**src/rtl/angle_req_arbiter_if.sv**
```systemverilog
// angle_req_arbiter_if: requester and engine signals of the angle arbiter
//   master : arbiter side; takes req/req_angle/fault_clr/angle_done, drives
//            done/fault to requesters and angle_update/target_angle/abort_angle
//            to the angle_to_pwm engine
//   slave  : requester/engine side, the mirror image
interface angle_req_arbiter_if #(
   parameter int NUM_REQ = 4,
   parameter int ANGLE_W = 12
);
   logic [NUM_REQ-1:0]         req;
   logic [NUM_REQ*ANGLE_W-1:0] req_angle;
   logic [NUM_REQ-1:0]         fault_clr;
   logic [NUM_REQ-1:0]         done;
   logic [NUM_REQ-1:0]         fault;
   logic                       angle_done;
   logic                       angle_update;
   logic [ANGLE_W-1:0]         target_angle;
   logic                       abort_angle;
   modport master (
      input  req, req_angle, fault_clr, angle_done,
      output done, fault, angle_update, target_angle, abort_angle
   );
   modport slave (
      output req, req_angle, fault_clr, angle_done,
      input  done, fault, angle_update, target_angle, abort_angle
   );
endinterface

```
**src/rtl/angle_req_arbiter.sv**
```systemverilog
// angle_req_arbiter: round-robin scheduler of one shared angle_to_pwm engine
//   clock, reset   : clock, synchronous active-high reset
//   enable         : low blocks new grants and aborts an active move
//   timeout_cycles : move timeout in clocks, 0 disables it
//   bus            : requester and engine handshake (master side)
//   busy           : high whenever not idle
//   active_id      : granted or last-granted requester
module angle_req_arbiter #(
   parameter int NUM_REQ = 4,
   parameter int ANGLE_W = 12,
   parameter int TMO_W   = 20
) (
   input  logic               clock,
   input  logic               reset,
   input  logic               enable,
   input  logic [TMO_W-1:0]   timeout_cycles,
   angle_req_arbiter_if.master bus,
   output logic               busy,
   output logic [1:0]         active_id
);
   typedef enum logic [2:0] {IDLE, ISSUE, WAIT, ABORT, COMPLETE} state_t;
   state_t state, state_nxt;
   logic [1:0] last_id, win_id, idx;
   logic [TMO_W-1:0] timer;
   logic [NUM_REQ-1:0] elig;
   logic win_vld, cancel, tmo_hit, tmo_abort;
   assign elig = bus.req & ~bus.fault;
   assign cancel = !bus.req[active_id] || !enable;
   assign tmo_hit = timeout_cycles != '0 && timer == timeout_cycles - TMO_W'(1);
   // scan from the farthest candidate down so the nearest one after last_id wins
   always_comb begin
      win_id = '0;
      win_vld = 1'b0;
      idx = '0;
      for (int k = NUM_REQ; k >= 1; k--) begin
         idx = 2'((int'(last_id) + k) % NUM_REQ);
         if (elig[idx]) begin
            win_id = idx;
            win_vld = 1'b1;
         end
      end
   end
   always_ff @(posedge clock) begin
      if (reset)
         state <= IDLE;
      else
         state <= state_nxt;
   end
   always_comb begin
      state_nxt = state;
      bus.angle_update = state == ISSUE;
      bus.abort_angle = state == ABORT;
      bus.done = state == COMPLETE ? (NUM_REQ'(1) << active_id) : '0;
      busy = state != IDLE;
      case (state)
         IDLE:    state_nxt = enable && win_vld ? ISSUE : IDLE;
         ISSUE:   state_nxt = WAIT;
         WAIT:    state_nxt = bus.angle_done ? COMPLETE : (cancel || tmo_hit) ? ABORT : WAIT;
         default: state_nxt = IDLE;
      endcase
   end
   always_ff @(posedge clock) begin
      if (reset) begin
         bus.target_angle <= '0;
         active_id <= '0;
         last_id <= 2'(NUM_REQ - 1);
         timer <= '0;
         tmo_abort <= 1'b0;
         bus.fault <= '0;
      end else begin
         if (state == IDLE && state_nxt == ISSUE) begin
            bus.target_angle <= bus.req_angle[win_id*ANGLE_W +: ANGLE_W];
            active_id <= win_id;
            last_id <= win_id;
         end
         timer <= state == ISSUE ? '0 : (state == WAIT && timer != '1) ? timer + 1'b1 : timer;
         // remember why we abort: only a timeout (not done, not cancel) faults the requester
         if (state == WAIT)
            tmo_abort <= !bus.angle_done && !cancel && tmo_hit;
         // a timeout set wins over a same-cycle clear
         bus.fault <= (bus.fault & ~bus.fault_clr) | ((state == ABORT && tmo_abort) ? (NUM_REQ'(1) << active_id) : '0);
      end
   end
endmodule
```
**src/flat_wrapper.sv**
```systemverilog
// flat-port wrapper written by rule: the top's interface ports become plain ports
module angle_req_arbiter_flat 
#(
   parameter int NUM_REQ = 4,
   parameter int ANGLE_W = 12,
   parameter int TMO_W   = 20
)
  (clock, reset, enable, timeout_cycles, busy, active_id, bus_req, bus_req_angle, bus_fault_clr, bus_angle_done, bus_done, bus_fault, bus_angle_update, bus_target_angle, bus_abort_angle);
  angle_req_arbiter_if #(.NUM_REQ(NUM_REQ), .ANGLE_W(ANGLE_W)) bus_i ();
  input  logic clock;
  input  logic reset;
  input  logic enable;
  input  logic [TMO_W-1:0] timeout_cycles;
  output logic busy;
  output logic [1:0] active_id;
  input wire logic [$bits(bus_i.req)-1:0] bus_req;
  input wire logic [$bits(bus_i.req_angle)-1:0] bus_req_angle;
  input wire logic [$bits(bus_i.fault_clr)-1:0] bus_fault_clr;
  input wire logic [$bits(bus_i.angle_done)-1:0] bus_angle_done;
  output wire logic [$bits(bus_i.done)-1:0] bus_done;
  output wire logic [$bits(bus_i.fault)-1:0] bus_fault;
  output wire logic [$bits(bus_i.angle_update)-1:0] bus_angle_update;
  output wire logic [$bits(bus_i.target_angle)-1:0] bus_target_angle;
  output wire logic [$bits(bus_i.abort_angle)-1:0] bus_abort_angle;
  assign bus_i.req = bus_req;
  assign bus_i.req_angle = bus_req_angle;
  assign bus_i.fault_clr = bus_fault_clr;
  assign bus_i.angle_done = bus_angle_done;
  assign bus_done = bus_i.done;
  assign bus_fault = bus_i.fault;
  assign bus_angle_update = bus_i.angle_update;
  assign bus_target_angle = bus_i.target_angle;
  assign bus_abort_angle = bus_i.abort_angle;
  angle_req_arbiter #(.NUM_REQ(NUM_REQ), .ANGLE_W(ANGLE_W), .TMO_W(TMO_W)) u_core (.clock(clock), .reset(reset), .enable(enable), .timeout_cycles(timeout_cycles), .bus(bus_i), .busy(busy), .active_id(active_id));
endmodule
```
**config.mk**
```make
export PLATFORM = sky130hd
export DESIGN_NAME = angle_req_arbiter_flat
export DESIGN_NICKNAME = d
export VERILOG_FILES = /design/src/rtl/angle_req_arbiter_if.sv /design/src/rtl/angle_req_arbiter.sv /design/src/flat_wrapper.sv
export SDC_FILE = /design/constraint.sdc
export NUM_CORES = 1
export LEC_CHECK = 0
export ABC_AREA = 1
export BUFFER_PORTS_ARGS = -buffer_cell sky130_fd_sc_hd__buf_4
export CELL_PAD_IN_SITES_DETAIL_PLACEMENT = 0
export CELL_PAD_IN_SITES_GLOBAL_PLACEMENT = 1
export CORE_MARGIN = 2
export CORE_UTILIZATION = 33
export CTS_BUF_LIST = sky130_fd_sc_hd__clkbuf_2
export CTS_CLUSTER_DIAMETER = 80
export DETAILED_ROUTE_END_ITERATION = 10
export GPL_ROUTABILITY_DRIVEN = 1
export PLACE_DENSITY = 0.83
export SLEW_MARGIN = 20
export SYNTH_ARGS = -nofsm -noshare
export SYNTH_HDL_FRONTEND = slang
export SYNTH_SLANG_ARGS = --single-unit
```
**constraint.sdc**
```tcl
create_clock -name clock -period 2.3 [get_ports clock]
set_clock_uncertainty 0.2 [all_clocks]
set_input_delay 0.115 -clock clock [delete_from_list [all_inputs] [get_ports clock]]
set_output_delay 0.115 -clock clock [all_outputs]
set_load 0.03 [all_outputs]
```
After elaboration in Yosys (flattened, before gate mapping)
Index checks and enable logic that the tools add are counted.
- $add $sub $neg: 6
- multipliers: 1
- divide/modulo/power cells: 0
- order comparisons: 5
- eq/ne operators: 7
- shift-type cells: 2
- muxes and demuxes: 24
- bitwise operators: 5
- reduce and logical (&&, ||, !) cells: 17
- operators by type and width (operator ; count):
    indexed part select 48 x 7 -> 12 bit ; 1
    adder 20 x 1 -> 20 bit, second input constant ; 1
    == test 20 bit ; 1
    != test 20 bit, second input constant ; 1
    nonzero test 20 bit ; 1
    subtractor 20 x 1 -> 20 bit, second input constant ; 1
    < comparator 2 x 3 -> 1 bit, second input constant ; 5
    2-to-1 mux 1 bit ; 11
    binary-select mux 1 bit (select 2 bit) ; 5
    one-hot mux 3 bit (3 select lines) ; 1
    bitwise AND 4 bit ; 2
    2-to-1 mux 2 bit ; 4
    2-to-1 mux 4 bit ; 2
    inverter 4 bit ; 2
    logical AND 1 bit ; 7
    == test 3 x 1 -> 1 bit, second input constant ; 2
    == test 3 x 2 -> 1 bit, second input constant ; 2
    adder 2 x 1 -> 2 bit, second input constant ; 2
    adder 2 bit, second input constant ; 2
    zero test 1 bit ; 4
    multiplier 2 x 2 -> 4 bit, second input constant ; 1
    bitwise OR 4 bit ; 1
    left shift 1 x 2 -> 4 bit, first input constant ; 1
    == test 3 bit, second input constant ; 1
    other kinds (5) ; 6
- bits in registers: 44
- latch bits: 0
- RAM bits: 0
- bits in read-only memories: 0
- bits of input ports: 80
- output and inout port bits: 25
- word-level logic and storage cells: 74
- memories kept: 0

Depth between registers and ports, before layout
- depth after elaboration: 13
- gate-level depth with buffers: 15
- depth with buffers taken out: 14

Worst setup path before layout
OpenSTA, ideal clock, no wires.
- path kind: reg-to-reg
- start point: reg u_core.state[0]
- end point: reg u_core.timer[10]
- library setup time: 0.132 ns
- arrival time: 1.793 ns
- data required time: 1.968 ns
- setup slack: 0.175 ns
- cell stages (with the launch flop): 7
- buffers on the path: 1
- clock period less this slack: 2.125 ns
- path through: dfxtp_1 inv_1 nor3_1 nor2_1 clkinv_1 clkbuf_1 a21oi_1
- word-level cells in the longest chain between the ends: 2
- elaborated cells on any way between the ends: 4
- those cells by class: eq/ne: 2; reduce/logical: 2
- RTL lines (item ; RTL line ; source):
    start: declaration ; angle_req_arbiter.sv:22 ; state_t state, state_nxt;
    start signal: assignment ; angle_req_arbiter.sv:47 ; state <= state_nxt;
    == test 3 x 1 -> 1 bit ; n/a ;
    net bus_angle_update ; flat_wrapper.sv:22 ; output wire logic [$bits(bus_i.angle_update)-1:0] bus_angle_update;
    OR reduction 2 bit (no source line) ; n/a ;
    end signal: assignment ; angle_req_arbiter.sv:76 ; timer <= state == ISSUE ? '0 : (state == WAIT && timer != '1) ? timer + 1'b1 : timer;
    end: declaration ; angle_req_arbiter.sv:24 ; logic [TMO_W-1:0] timer;
The timed path passes the listed nets, and every way through them passes these cells.
A chain may end at the register's enable or synchronous reset.

Worst setup path after layout
- start point: reg u_core.active_id[1]
- end point: reg u_core.state[0]
- word-level cells in the longest chain between the ends: 8
- RTL lines (item ; RTL line ; source):
    start: declaration ; angle_req_arbiter.sv:19 ; output logic [1:0] active_id
    start signal: assignment ; angle_req_arbiter.sv:73 ; active_id <= win_id;
    binary-select mux 1 bit (select 2 bit) ; angle_req_arbiter.sv:28 ; assign cancel = !bus.req[active_id] || !enable;
    2-to-1 mux 1 bit (implied by the code) ; angle_req_arbiter.sv:28 ;
    zero test 1 bit ; angle_req_arbiter.sv:28 ;
    logical OR 1 bit ; angle_req_arbiter.sv:28 ;
    logical OR 1 bit ; angle_req_arbiter.sv:58 ; WAIT: state_nxt = bus.angle_done ? COMPLETE : (cancel || tmo_hit) ? ABORT : WAIT;
    2-to-1 mux 1 bit ; angle_req_arbiter.sv:58 ;
    2-to-1 mux 3 bit ; angle_req_arbiter.sv:58 ;
    one-hot mux 3 bit (3 select lines) ; angle_req_arbiter.sv:55 ; case (state)
Every way passes these cells. The select of a mux whose other input is x is not followed.

==> impl_metrics.env <==
export IMPL_avgSynthCellArea_um2=5.55
export IMPL_place_ws_ns=0.198
export IMPL_netlist_cell_type_count=35
export IMPL_max_cap_viol_count=0
export IMPL_critPathKind="reg -> reg"
export IMPL_drc=0
export IMPL_vias=5060
export IMPL_finalSetupViolCount=0
export IMPL_start_kind="flop"
export IMPL_hold_violations=0
export IMPL_die_w_um=115
export IMPL_dp_hpwl_um=10500
export IMPL_grt_overflow_total=0
export IMPL_synth_top_cells_by_area="dfxtp_1, nand2_1, inv_1"
export IMPL_ios=105
export IMPL_synth_edff_count=0
export IMPL_firstDrtPassIters=5
export IMPL_viasPerCell=4.75
export IMPL_area_growth_synth_to_final_pct=46.5
export IMPL_ys_top_cells_by_count="nand2_1, inv_1, nor2_1"
export IMPL_drive_gt1_share_pct=17.8
export IMPL_numClockSinks=44
export IMPL_cp_arrival_ns=2.32
export IMPL_place_gp_congestion=0.900
export IMPL_synth_seq_cells=44
export IMPL_drt_iter0_markers=385
export IMPL_fin_nets=1001
export IMPL_hold_path_class="in -> reg"
export IMPL_crit_top_cell="nand2_1"
export IMPL_netlist_area_leader_share_pct=21.8
export IMPL_htreeDepth=2
export IMPL_root_buffer="clkbuf_2"
export IMPL_power_density_mw_per_mm2=458
export IMPL_critical_path_top_delay_family="buffers and inverters"
export IMPL_seq_area_frac_synth_pct=21.8
export IMPL_die_area_mm2=0.0131
export IMPL_rsz0062_at_grt="false"
export IMPL_synth_warnings=0
export IMPL_fmax_mhz=475
export IMPL_cts_buffers=5
export IMPL_fin_tns_setup_ns=0
export IMPL_yosysTopAreaCell="dfxtp_1"
export IMPL_clkLatencyLatePin_ns=0.46
export IMPL_cp_end_kind="flop"
export IMPL_place_inst=989
export IMPL_max_slew_margin_rel_pct=66.1
export IMPL_synthesis_area_mm2=0.00404
export IMPL_post_cts_repair_setup_buffers=0
export IMPL_clockBufferDepth=2
export IMPL_synthFlopType="dfxtp_1"
export IMPL_syn_instance_count=728
export IMPL_async_reset_ff_share_pct=0
export IMPL_yosysMostFrequentCell="nand2_1"
export IMPL_path_max_fanout=11
export IMPL_cp_required_ns=2.52
export IMPL_grt_use_total_pct=21.7
export IMPL_power_leakage_nw=2.94
export IMPL_worst_path_buf_inv=2
export IMPL_cts_tree="built"
export IMPL_vdd_drop_max_mv=0.238
export IMPL_final_cells=1066
export IMPL_initial_core_util_pct=33.8
export IMPL_io_buffer_count=104
export IMPL_antenna_found_initial=0
export IMPL_critPathSlowestCell="dlygate4sd3_1"
export IMPL_grt_pass1_vias=4785
export IMPL_routed_wl_um=14200
export IMPL_clk_pin_slew_ns=0.26
export IMPL_slew_viol_final=0
export IMPL_grt_max_degree=26
export IMPL_min_period_ns=2.11
export IMPL_syn_num_nets=811
export IMPL_worstPathCellList="nor2_1 > a22oi_1 > o211ai_1 > nand2_1 > nand2_1 > dlygate4sd3_1 > nand2_1 > inv_1 > a21oi_1"
export IMPL_rows=40
export IMPL_fin_ws_ns=0.194
export IMPL_core_mm2=0.0120
export IMPL_cp_slowest_stage_delay_ns=0.55
export IMPL_ant_nets=0
export IMPL_worstMarginPinSlew_ns=0.505
export IMPL_grt_pass1_wl_um=23000
export IMPL_die_h_um=115
export IMPL_wl_per_cell_um=13.3
export IMPL_period_share_pct=91.6
export IMPL_status="finished clean"
==> state kept, by name, indices dropped and copies added (netlist names) <==
signal	cells
u_core.active_id	2
u_core.bus.fault	4
u_core.bus.target_angle	12
u_core.last_id	2
u_core.state	3
u_core.timer	20
u_core.tmo_abort	1
==> power breakdown <==
group          internal [mW]  switching (mW)  total [mW]
sequential             0.823          0.0525       0.875
clock                  0.287           0.271       0.558
combinational          0.524           0.756        1.28
==> what timing repair did <==
action	CTS	global route
hold buffers	69	0
gates resized for setup	0	6
hold endpoints to repair	27	0
setup endpoints to repair	0	4
==> metrics by stage <==
step,hold WS [ns],util [%],total power [mW],area (um2)
floorplan,0.0411,-,1.69,4040
global placement,0.169,42.9,2.07,5130
detailed placement,0.174,42.9,2.07,5130
CTS,0.0103,49.3,2.72,5900
global route,0.0967,49.5,2.91,5920
finish,0.0631,49.5,2.71,5920
==> logic make-up (layout without fill, tap and decap cells) <==
kind of cell / count (synthesis) / after routing / synth area share (%)
compound gates: 46 / 46 / 6.04
flops: 44 / 44 / 21.8
fa+ha+maj: 3 / 3 / 0.929
other cells: 0 / 1 / 0
buf+inv: 136 / 326 / 13.6
xor+xnor: 30 / 30 / 6.50
simple gates: 469 / 469 / 51.1
==> path summary, 6_finish.rpt <==
check	startpoint	to	slack (ns)	cells past startpoint
max	u_core.active_id[1]	u_core.state[0]	0.19	9
max reg2reg	u_core.active_id[1]	u_core.state[0]	0.19	9
min	timeout_cycles[12]	u_core.tmo_abort	0.06	10
min reg2reg	u_core.tmo_abort	u_core.tmo_abort	0.30	2
==> layer usage <==
metal / vias to the layer above / global-route usage, % / routed length (um) / part of all wire, %
met2: 137 / 37.5 / 6720 / 47
li1: 2646 / - / - / -
met3: 20 / 3.12 / 661 / 4.7
met4: 0 / 4.15 / 167 / 1.2
met5: - / 0 / 0 / 0
met1: 2257 / 28.7 / 6660 / 47
==> cells in the final DEF, fill, tap and decap left out, types with 10 or more instances in the layout <==
master and count:
a21oi_1 28, buf_4 131, dfxtp_1 41, dlygate4sd3_1 69, inv_1 113, nand2_1 231
nand3_1 80, nand3b_1 19, nor2_1 97, nor3_1 11, o21ai_0 10, xor2_1 22
==> worst reg2reg max path, cell delays in order, from the launching register on <==
cell	delay, ns
dfxtp_2	0.53
nor2_1	0.12
a22oi_1	0.17
o211ai_1	0.10
nand2_1	0.11
nand2_1	0.06
dlygate4sd3_1	0.55
nand2_1	0.07
inv_1	0.04
a21oi_1	0.12
==> area by class of cell <==
type	count	area, um2
fill	1260	6040
multi-input combinational	548	2630
timing repair buffer	201	1690
sequential	44	885
inverter	118	443
tap	147	184
clock inverter	2	60.1
clock buffer	5	25.0
antenna	1	2.50
(Power assumes the default switching activity.)
